[src/rtl/ad_ip_jesd204_tpl_dac_pkg.sv]
`default_nettype none
// ============================================================================
// Module      : ad_ip_jesd204_tpl_dac_pkg
// Description : Shared definitions for the TPL DAC DMA FIFO slice; holds the
//               control state encoding used by the FIFO top.
// Revision    : 1.0 - initial release
// ============================================================================
package ad_ip_jesd204_tpl_dac_pkg;

  // Control states of the DMA FIFO; the numeric encoding is part of the
  // register-visible contract and must not be reordered.
  typedef enum logic [1:0] {
    IDLE  = 2'd0,
    FILL  = 2'd1,
    ARMED = 2'd2,
    RUN   = 2'd3
  } dac_fifo_state_t;

endpackage
`default_nettype wire

[src/rtl/ad_ip_jesd204_tpl_dac_fifo_mem.sv]
`default_nettype none
// ============================================================================
// Module      : ad_ip_jesd204_tpl_dac_fifo_mem
// Description : Simple dual-port storage, one write port, one synchronous
//               read port. The array has no reset so it maps onto RAM.
// Revision    : 1.0 - initial release
// ============================================================================
module ad_ip_jesd204_tpl_dac_fifo_mem
  import ad_ip_jesd204_tpl_dac_pkg::*;
#(
  parameter int DATA_WIDTH = 128,
  parameter int ADDR_WIDTH = 4
) (
  input  logic                  clk,
  input  logic                  i_wr_en,
  input  logic [ADDR_WIDTH-1:0] i_wr_addr,
  input  logic [DATA_WIDTH-1:0] i_wr_data,
  input  logic [ADDR_WIDTH-1:0] i_rd_addr,
  output logic [DATA_WIDTH-1:0] o_rd_data
);

  localparam int c_depth = 2 ** ADDR_WIDTH;

  logic [DATA_WIDTH-1:0] r_mem [0:c_depth-1];
  logic [DATA_WIDTH-1:0] r_rd_data;

  // Write port: store the beat at the write address.
  always_ff @(posedge clk) begin
    if (i_wr_en) begin
      r_mem[i_wr_addr] <= i_wr_data;
    end
  end

  // Read port: registered read of the addressed word every cycle.
  always_ff @(posedge clk) begin
    r_rd_data <= r_mem[i_rd_addr];
  end

  assign o_rd_data = r_rd_data;

endmodule
`default_nettype wire

[src/rtl/ad_ip_jesd204_tpl_dac_dma_fifo.sv]
`default_nettype none
// ============================================================================
// Module      : ad_ip_jesd204_tpl_dac_dma_fifo
// Description : DMA-to-TPL-DAC buffering FIFO with prefill, armed start on
//               dac_sync, sticky underflow and flush on enable low.
//               Optional macro TPL_DAC_FIFO_LEVEL_EN adds fifo_level and
//               fifo_peak outputs.
// Revision    : 1.0 - initial release
// ============================================================================
module ad_ip_jesd204_tpl_dac_dma_fifo
  import ad_ip_jesd204_tpl_dac_pkg::*;
#(
  parameter int DMA_DATA_WIDTH = 128,
  parameter int ADDR_WIDTH     = 4,
  parameter int PREFILL_LEVEL  = 8
) (
  input  logic                      clk,
  input  logic                      resetn,
  input  logic                      enable,
  input  logic                      dma_valid,
  output logic                      dma_ready,
  input  logic [DMA_DATA_WIDTH-1:0] dma_data,
  input  logic                      dac_valid,
  input  logic                      dac_sync,
  output logic [DMA_DATA_WIDTH-1:0] dac_ddata,
  output logic                      underflow,
  input  logic                      underflow_clr,
`ifdef TPL_DAC_FIFO_LEVEL_EN
  output logic [ADDR_WIDTH:0]       fifo_level,
  output logic [ADDR_WIDTH:0]       fifo_peak,
`endif
  output logic                      running
);

  localparam int                c_depth_int = 2 ** ADDR_WIDTH;
  localparam logic [ADDR_WIDTH:0] c_depth   = (ADDR_WIDTH+1)'(c_depth_int);
  localparam logic [ADDR_WIDTH:0] c_prefill = (ADDR_WIDTH+1)'(PREFILL_LEVEL);

  dac_fifo_state_t           r_state;
  dac_fifo_state_t           w_state_nxt;
  logic [ADDR_WIDTH:0]       r_count;
  logic [ADDR_WIDTH-1:0]     r_wr_ptr;
  logic [ADDR_WIDTH-1:0]     r_rd_ptr;
  logic [ADDR_WIDTH-1:0]     w_rd_ptr_nxt;
  logic                      w_full;
  logic                      w_empty;
  logic                      w_wr;
  logic                      w_rd;
  logic                      w_uflow;
  logic                      w_flush;
  logic [DMA_DATA_WIDTH-1:0] w_mem_q;
  logic [DMA_DATA_WIDTH-1:0] w_head;
  logic [DMA_DATA_WIDTH-1:0] r_byp_data;
  logic                      r_byp_vld;
  logic [DMA_DATA_WIDTH-1:0] r_dac_ddata;
  logic                      r_underflow;

  assign w_flush   = ~enable;
  assign w_full    = (r_count == c_depth);
  assign w_empty   = (r_count == '0);
  assign dma_ready = ~w_full & enable;
  assign w_wr      = dma_valid & dma_ready;
  assign w_rd      = (r_state == RUN) & dac_valid & ~w_empty;
  assign w_uflow   = (r_state == RUN) & dac_valid & w_empty;

  // The RAM is read one cycle ahead at the pointer value that will be current
  // after this edge, so the head word is already waiting when a read fires.
  assign w_rd_ptr_nxt = w_flush ? '0 :
                        (w_rd ? r_rd_ptr + ADDR_WIDTH'(1) : r_rd_ptr);

  // A write landing on the prefetched slot is not yet visible in the RAM
  // output, so the head comes from the bypass copy for that one cycle.
  assign w_head = r_byp_vld ? r_byp_data : w_mem_q;

  ad_ip_jesd204_tpl_dac_fifo_mem #(
    .DATA_WIDTH (DMA_DATA_WIDTH),
    .ADDR_WIDTH (ADDR_WIDTH)
  ) u_mem (
    .clk       (clk),
    .i_wr_en   (w_wr),
    .i_wr_addr (r_wr_ptr),
    .i_wr_data (dma_data),
    .i_rd_addr (w_rd_ptr_nxt),
    .o_rd_data (w_mem_q)
  );

  // State register.
  always_ff @(posedge clk) begin
    if (!resetn) begin
      r_state <= IDLE;
    end else begin
      r_state <= w_state_nxt;
    end
  end

  // Next-state decode; enable low forces IDLE from any state.
  always_comb begin
    w_state_nxt = r_state;
    case (r_state)
      IDLE:    w_state_nxt = FILL;
      FILL:    if (r_count >= c_prefill) w_state_nxt = ARMED;
      ARMED:   if (dac_sync) w_state_nxt = RUN;
      RUN:     if (w_uflow) w_state_nxt = FILL;
      default: w_state_nxt = IDLE;
    endcase
    if (!enable) begin
      w_state_nxt = IDLE;
    end
  end

  // Pointers and occupancy; flushing discards everything on the next edge.
  always_ff @(posedge clk) begin
    if (!resetn || w_flush) begin
      r_wr_ptr <= '0;
      r_rd_ptr <= '0;
      r_count  <= '0;
    end else begin
      if (w_wr) begin
        r_wr_ptr <= r_wr_ptr + ADDR_WIDTH'(1);
      end
      r_rd_ptr <= w_rd_ptr_nxt;
      case ({w_wr, w_rd})
        2'b10:   r_count <= r_count + (ADDR_WIDTH+1)'(1);
        2'b01:   r_count <= r_count - (ADDR_WIDTH+1)'(1);
        default: r_count <= r_count;
      endcase
    end
  end

  // Capture a write that targets the slot being prefetched this edge.
  always_ff @(posedge clk) begin
    if (!resetn) begin
      r_byp_vld  <= 1'b0;
      r_byp_data <= '0;
    end else begin
      r_byp_vld  <= w_wr & ~w_flush & (r_wr_ptr == w_rd_ptr_nxt);
      r_byp_data <= dma_data;
    end
  end

  // Output beat: head word on read, zero on underflow or outside RUN,
  // otherwise hold.
  always_ff @(posedge clk) begin
    if (!resetn || w_flush) begin
      r_dac_ddata <= '0;
    end else if (r_state == RUN) begin
      if (w_rd) begin
        r_dac_ddata <= w_head;
      end else if (w_uflow) begin
        r_dac_ddata <= '0;
      end
    end else begin
      r_dac_ddata <= '0;
    end
  end

  // Sticky underflow; a new event wins over a simultaneous clear.
  always_ff @(posedge clk) begin
    if (!resetn) begin
      r_underflow <= 1'b0;
    end else if (w_uflow) begin
      r_underflow <= 1'b1;
    end else if (underflow_clr) begin
      r_underflow <= 1'b0;
    end
  end

  assign dac_ddata = r_dac_ddata;
  assign underflow = r_underflow;
  assign running   = (r_state == RUN);

`ifdef TPL_DAC_FIFO_LEVEL_EN
  logic [ADDR_WIDTH:0] r_peak;

  // High-water mark of the registered occupancy.
  always_ff @(posedge clk) begin
    if (!resetn || underflow_clr) begin
      r_peak <= '0;
    end else if (r_count > r_peak) begin
      r_peak <= r_count;
    end
  end

  assign fifo_level = r_count;
  assign fifo_peak  = r_peak;
`else
  // Level and peak monitoring not built in this configuration.
`endif

endmodule
`default_nettype wire

[config.mk]
export PLATFORM = sky130hd
export DESIGN_NAME = ad_ip_jesd204_tpl_dac_dma_fifo
export DESIGN_NICKNAME = d
export VERILOG_FILES = /design/src/rtl/ad_ip_jesd204_tpl_dac_pkg.sv /design/src/rtl/ad_ip_jesd204_tpl_dac_fifo_mem.sv /design/src/rtl/ad_ip_jesd204_tpl_dac_dma_fifo.sv
export SDC_FILE = /design/constraint.sdc
export NUM_CORES = 2
export LEC_CHECK = 0
export CAP_MARGIN = 20
export CORE_MARGIN = 2
export CORE_UTILIZATION = 55
export CTS_CLUSTER_SIZE = 16
export DETAILED_ROUTE_END_ITERATION = 6
export PLACE_DENSITY = 0.72
export SETUP_SLACK_MARGIN = 0.2
export SLEW_MARGIN = 20
export SYNTH_ARGS = -nofsm -noshare
export SYNTH_HDL_FRONTEND = slang
export SYNTH_SLANG_ARGS = --single-unit
export TNS_END_PERCENT = 5
[constraint.sdc]
create_clock -name clk -period 31 [get_ports clk]
set_clock_uncertainty 0.1 [all_clocks]
set_input_delay 6.2 -clock clk [delete_from_list [all_inputs] [get_ports clk]]
set_output_delay 6.2 -clock clk [all_outputs]
set_load 0.02 [all_outputs]
Word-level counts from Yosys, hierarchy flattened
Memories as Yosys holds them, arrays and structs flattened. A register that Yosys moved wholly into a read port is not among the register bits.
Index checks and enable logic that the tools add are counted.
{"block": "op_classes", "muxes": 14, "n_bitwise": 11, "n_lt_le_gt_ge": 1, "eq_ne": 10, "n_reduce_logical": 10, "n_addsub": 4}
{"op": "$mux W128", "count": 3}
{"op": "$pmux W5 S2", "count": 1}
{"op": "$add A4 B1 Y4 const B", "count": 2}
{"op": "$mux W4", "count": 2}
{"op": "$pmux W2 S4", "count": 1}
{"op": "$and A1 B1 Y1", "count": 7}
{"op": "$eq A2 B2 Y1 const B", "count": 3}
{"op": "$mux W2", "count": 3}
{"op": "$reduce_bool A2 Y1", "count": 3}
{"op": "$add A5 B1 Y5 const B", "count": 1}
{"op": "$eq A5 B5 Y1 const B", "count": 1}
{"op": "$ge A5 B4 Y1 const B", "count": 1}
{"op": "$logic_not A5 Y1", "count": 1}
{"op": "$sub A5 B1 Y5 const B", "count": 1}
{"op": "$eq A2 B1 Y1 const B", "count": 2}
{"op": "$eq A4 B4 Y1", "count": 1}
{"op": "$mux W1", "count": 4}
{"op": "$ne A2 B2 Y1 const B", "count": 2}
{"op": "$not A1 Y1", "count": 4}
{"op": "$reduce_and A3 Y1", "count": 1}
{"op": "$logic_not A2 Y1", "count": 1}
{"op": "$ne A2 B1 Y1 const B", "count": 1}
{"op": "$reduce_and A2 Y1", "count": 1}
{"op": "$reduce_or A2 Y1", "count": 1}
{"op": "2 further kinds", "count": 2}
{"block": "word_totals", "mem_count": 1, "elab_cells": 59, "ram_bits": 2048, "out_inout_bits": 131, "register_bits": 273, "in_bits": 135}
{"memory": "u_mem.r_mem", "words": 16, "word_bits": 128, "rd": 1, "rd_ports_with_merged_regs": 1, "wr": 1, "line": "ad_ip_jesd204_tpl_dac_fifo_mem.sv:24", "source": "logic [DATA_WIDTH-1:0] r_mem [0:c_depth-1];"}

Logic depth before layout (Yosys ltp)
{"block": "logic_depth", "word_depth": 7, "ltp_mapped": 16, "mapped_depth_nobuf": 13}

Modules after synthesis
From an unflattened synthesis, not the netlist that was laid out.
{"block": "hier_totals", "hier_cells": 4467, "area_unflattened_um2": 89892.5}
{"module": "ad_ip_jesd204_tpl_dac_fifo_mem", "n_inst": 1, "seq_area_each_um2": 64061.4, "area_each_um2": 79449.9, "cells_each": 3357}
{"module": "ad_ip_jesd204_tpl_dac_dma_fifo", "n_inst": 1, "seq_area_each_um2": 5465.2, "area_each_um2": 10442.5, "cells_each": 1110}

Worst setup path before layout
OpenSTA, ideal clock, no wires.
{"block": "synth_path", "path_type": "input -> register", "startpoint": "input port enable", "endpoint": "memory u_mem.r_mem[3][0] (enable)", "setup_time_ns": 0.772, "required_time_ns": 30.128, "t_arrival_ns": 15.925, "path_buffers": 2, "slack_ns": 14.204, "cell_stages": 6, "path_cell_list": "buf_2 o21a_1 and2_1 clkbuf_1 nand2_1 nor3_1"}
{"block": "synth_between", "elab_chain_cells": 4}
{"element": "start: declaration", "line": "ad_ip_jesd204_tpl_dac_dma_fifo.sv:19", "source": "input logic enable,"}
{"element": "$and A1 B1 Y1", "line": "ad_ip_jesd204_tpl_dac_dma_fifo.sv:61", "source": "assign dma_ready = ~w_full & enable;"}
{"element": "named net dma_ready", "line": "ad_ip_jesd204_tpl_dac_dma_fifo.sv:21", "source": "output logic dma_ready,"}
{"element": "$and A1 B1 Y1", "line": "ad_ip_jesd204_tpl_dac_dma_fifo.sv:62", "source": "assign w_wr = dma_valid & dma_ready;"}
{"element": "$mux W1", "line": "ad_ip_jesd204_tpl_dac_fifo_mem.sv:29", "source": "if (i_wr_en) begin"}
{"element": "$mux W1 (implied by the code)", "line": "ad_ip_jesd204_tpl_dac_fifo_mem.sv:30", "source": "r_mem[i_wr_addr] <= i_wr_data;"}
{"element": "end: declaration", "line": "ad_ip_jesd204_tpl_dac_fifo_mem.sv:24"}
The timed path passes the listed nets, and every way through them passes these cells.

Final worst setup path
{"block": "layout_path", "startpoint": "input port enable", "endpoint": "output port dma_ready"}
{"block": "layout_between", "elab_chain_cells": 1}
{"element": "$and A1 B1 Y1", "line": "ad_ip_jesd204_tpl_dac_dma_fifo.sv:61"}
{"element": "end: declaration", "line": "ad_ip_jesd204_tpl_dac_dma_fifo.sv:21"}
No other way between the ends.

==> summary.txt <==
Outcome
  – Run status: complete, no violations

Yosys
  – Mapped cell area: 90120 um2
  – Syn Nets: 4521
  – Ys flop type: edfxtp_1
  – Number of cells produced by synthesis: 4375
  – Yosys cell types: 45
  – Seq/Total Area, Yosys: 0.7715
  – Syn Area/Cell: 20.60 um2
  – YS warnings: 0
  – Seq cells post-synth: 2449
  – Asr flop ratio synth: 0
  – Post-synth EDFFs: 2048

Floorplanning
  – Die W: 408.8 um
  – Num rows: 148
  – Initial core utilization: 0.5536
  – Core Area: 162800 um2
  – Die area: 167100 um2
  – DIE HEIGHT: 408.8 um
  – IO Count: 266

Critical path
  – Slowest stage delay, CP: 0.88 ns
  – CP bufs+invs: 2
  – Most used cell, CP: clkdlybuf4s50_1
  – WS Path Type: in2out
  – Crit Path Max Fanout: 10
  – R2R Setup Slk: 25.12 ns
  – Slowest stage cell on the critical path: clkdlybuf4s50_1
  – Critical Path Source Type: primary input
  – CP top delay family: buffers and inverters
  – CP endpoint kind: output pin
  – Crit-path cells: clkdlybuf4s50_1 > o21a_1 > clkdlybuf4s50_1
  – CP Data Arrival Time: 7.93 ns
  – CP required: 24.70 ns

Run
  – Max-cap violations: 0

Detailed routing
  – Remaining antenna violation count: 0
  – Via-to-Cell Ratio: 6.175
  – Drt wl/cell: 28.96 um
  – # DRC: 0
  – Via Count: 43750
  – Initial DRC Count: 4668
  – DRT Wirelength: 205200 um
  – Initial DRT Pass Iterations: 5

Pwr
  – Net Sw Power: 1.279 mW
  – P per Cell Area: 63.36 nW/um2
  – Clock network fraction of total power: 0.427
  – Power Total: 6.471 mW
  – Logic gate share of total power: 0.017
  – Sw frac: 0.1976
  – Design internal power: 5.193 mW
  – Flop pwr share: 0.556
  – Max VDD drop: 60.99 uV
  – Leak Pwr: 33.30 nW

Final layout
  – Commonest non-fill, non-tap cells in the layout: edfxtp_1, mux4_2, dfxtp_1
  – Filler instances: 10930
  – Most common cell after layout, fill and taps aside: edfxtp_1
  – Layout cell share with drive strength beyond 1: 0.1887
  – P&R area growth vs syn: 13.34%
  – Fin nets: 4843
  – Register area: 69530 um2
  – Area of the multi-input gates: 18880 um2

Global routing
  – Gr usage total: 0.2458
  – Number of global-route vias before repair: 44500
  – Antenna violations before repair: 34
  – Largest net degree at the start of global routing: 129
  – Total congestion overflow: 0
  – First-pass GRT wire length: 298400 um

STA
  – Achievable Freq: 0.07027 GHz
  – Min cycle time layout: 14.23 ns
  – Fin crit share: 0.4590
  – Setup repair after global routing missed its margin: false
  – Setup_tns: 0 ns
  – Worst slew pin tran: 1.148 ns
  – Final Hold Viols: 0
  – Final setup viols: 0
  – Slew Limit Fails: 0
  – Slew margin rel.: 0.2348

Clock tree
  – CTS tree: done
  – H-tree Lvls: 4
  – Clock transition at path regs: 0.06 ns
  – CTS buffer count: 230
  – CTS Buffer Depth: 3
  – Root Driver: clkbuf_16
  – Clk_lat worst skew: 0.88 ns
  – Cts hold-fix bufs: 0
  – Post-CTS Setup Repair Bufs: 0
  – Clk sinks: 2449
  – # resized after CTS: 0

Place
  – GPL Wtd Cong: 0.7179
  – I/O Buffers: 265
  – HPWL after DPL: 97300 um

Min path
  – HP Class: reg2reg
==> routing by layer <==
metal | routed length, um | global-route usage | up-vias
met2 | 103700 | 0.4098 | 1809
met4 | 4370 | 0.06566 | 34
met3 | 16120 | 0.05030 | 315
met1 | 80800 | 0.3333 | 23150
met5 | 191 | 0 | -
li1 | - | - | 18440
==> flip-flops by register name, summed over array words and instances (netlist names) <==
register and cells:
r_rd_ptr 4, underflow 1, u_mem.r_mem 2048, r_byp_data 128, r_wr_ptr 4, dac_ddata 128, r_state 2, u_mem.o_rd_data 128
r_count 5, r_byp_vld 1
==> final timing paths <==
| kind | from | endpoint | depth (start not counted) |
|---|---|---|---|
| setup reg to reg | r_count[0] | u_mem.o_rd_data[54] | 10 |
| hold reg to reg | dac_ddata[67] | dac_ddata[67] | 2 |
| hold / removal | dac_ddata[67] | dac_ddata[67] | 2 |
| setup / recovery | enable | dma_ready | 3 |
==> synth_stat cells (32+ instances only) <==
cell type / n / area [um2]
edfxtp_1: 2048 / 61500
buf_6: 68 / 765.7
mux2i_1: 130 / 1301
nor3_1: 132 / 660.6
a22oi_1: 257 / 1929
a21oi_1: 134 / 670.6
clkbuf_1: 77 / 289.0
and2_1: 131 / 819.5
buf_2: 67 / 335.3
nor2_1: 159 / 596.8
mux4_1: 32 / 840.8
nand2_1: 139 / 521.8
dfxtp_1: 401 / 8028
mux4_2: 480 / 10810
==> logic make-up after synthesis <==
kind of cell               Yosys count  share of synthesized area
AOI/OAI and AO/OA                  402                    0.02984
xor gates and xnor gates            15                   0.001541
adders and majority gates           11                   0.001527
buffers and inverters              271                    0.02103
DFF                               2449                     0.7715
muxes                              643                     0.1439
and+or+nand+nor                    584                    0.03066
==> stage by stage <==
step	cell area (um2)	std cells	hold slack [ns]	utilization	setup WS, ns
floorplan	90120	4375	0.3692	-	14.20
global placement	94530	6637	0.3663	0.5807	16.80
detailed placement	94570	6639	0.3760	0.5810	16.76
CTS	102100	7076	0.3905	0.6272	16.76
global route	102100	7083	0.4147	0.6275	16.70
finish	102100	7085	0.3842	0.6275	16.77
==> area by class of cell <==
| class | instances | area share |
|---|---|---|
| diodes | 8 | 0.0001960 |
| multi-input cells | 1655 | 0.1849 |
| well taps | 2175 | 0.02664 |
| flip-flops and latches | 2449 | 0.6808 |
| clock buffers | 326 | 0.06264 |
| clock inverters | 111 | 0.01099 |
| inverters | 9 | 0.0003308 |
| repair buffers | 352 | 0.03359 |
==> tightest hold or removal path: cells and delay by family, from the launching register on <==
| kind | cells | cell delay [ns] |
|---|---|---|
| DFF | 1 | 0.32 |
| and+or+nand+nor | 1 | 0.07 |
| AOI/OAI and AO/OA | 1 | 0.06 |
==> power by group through the flow <==
stage               logic (mW)  clock network [mW]  registers [mW]
finish                   0.112                2.76            3.60
detailed placement       0.112                   0            3.67
floorplan               0.0409                   0            3.67
CTS                      0.112                2.81            3.60
global route             0.122                2.94            3.60
global placement         0.107                   0            3.67
Power figures use the tool's default switching activity.
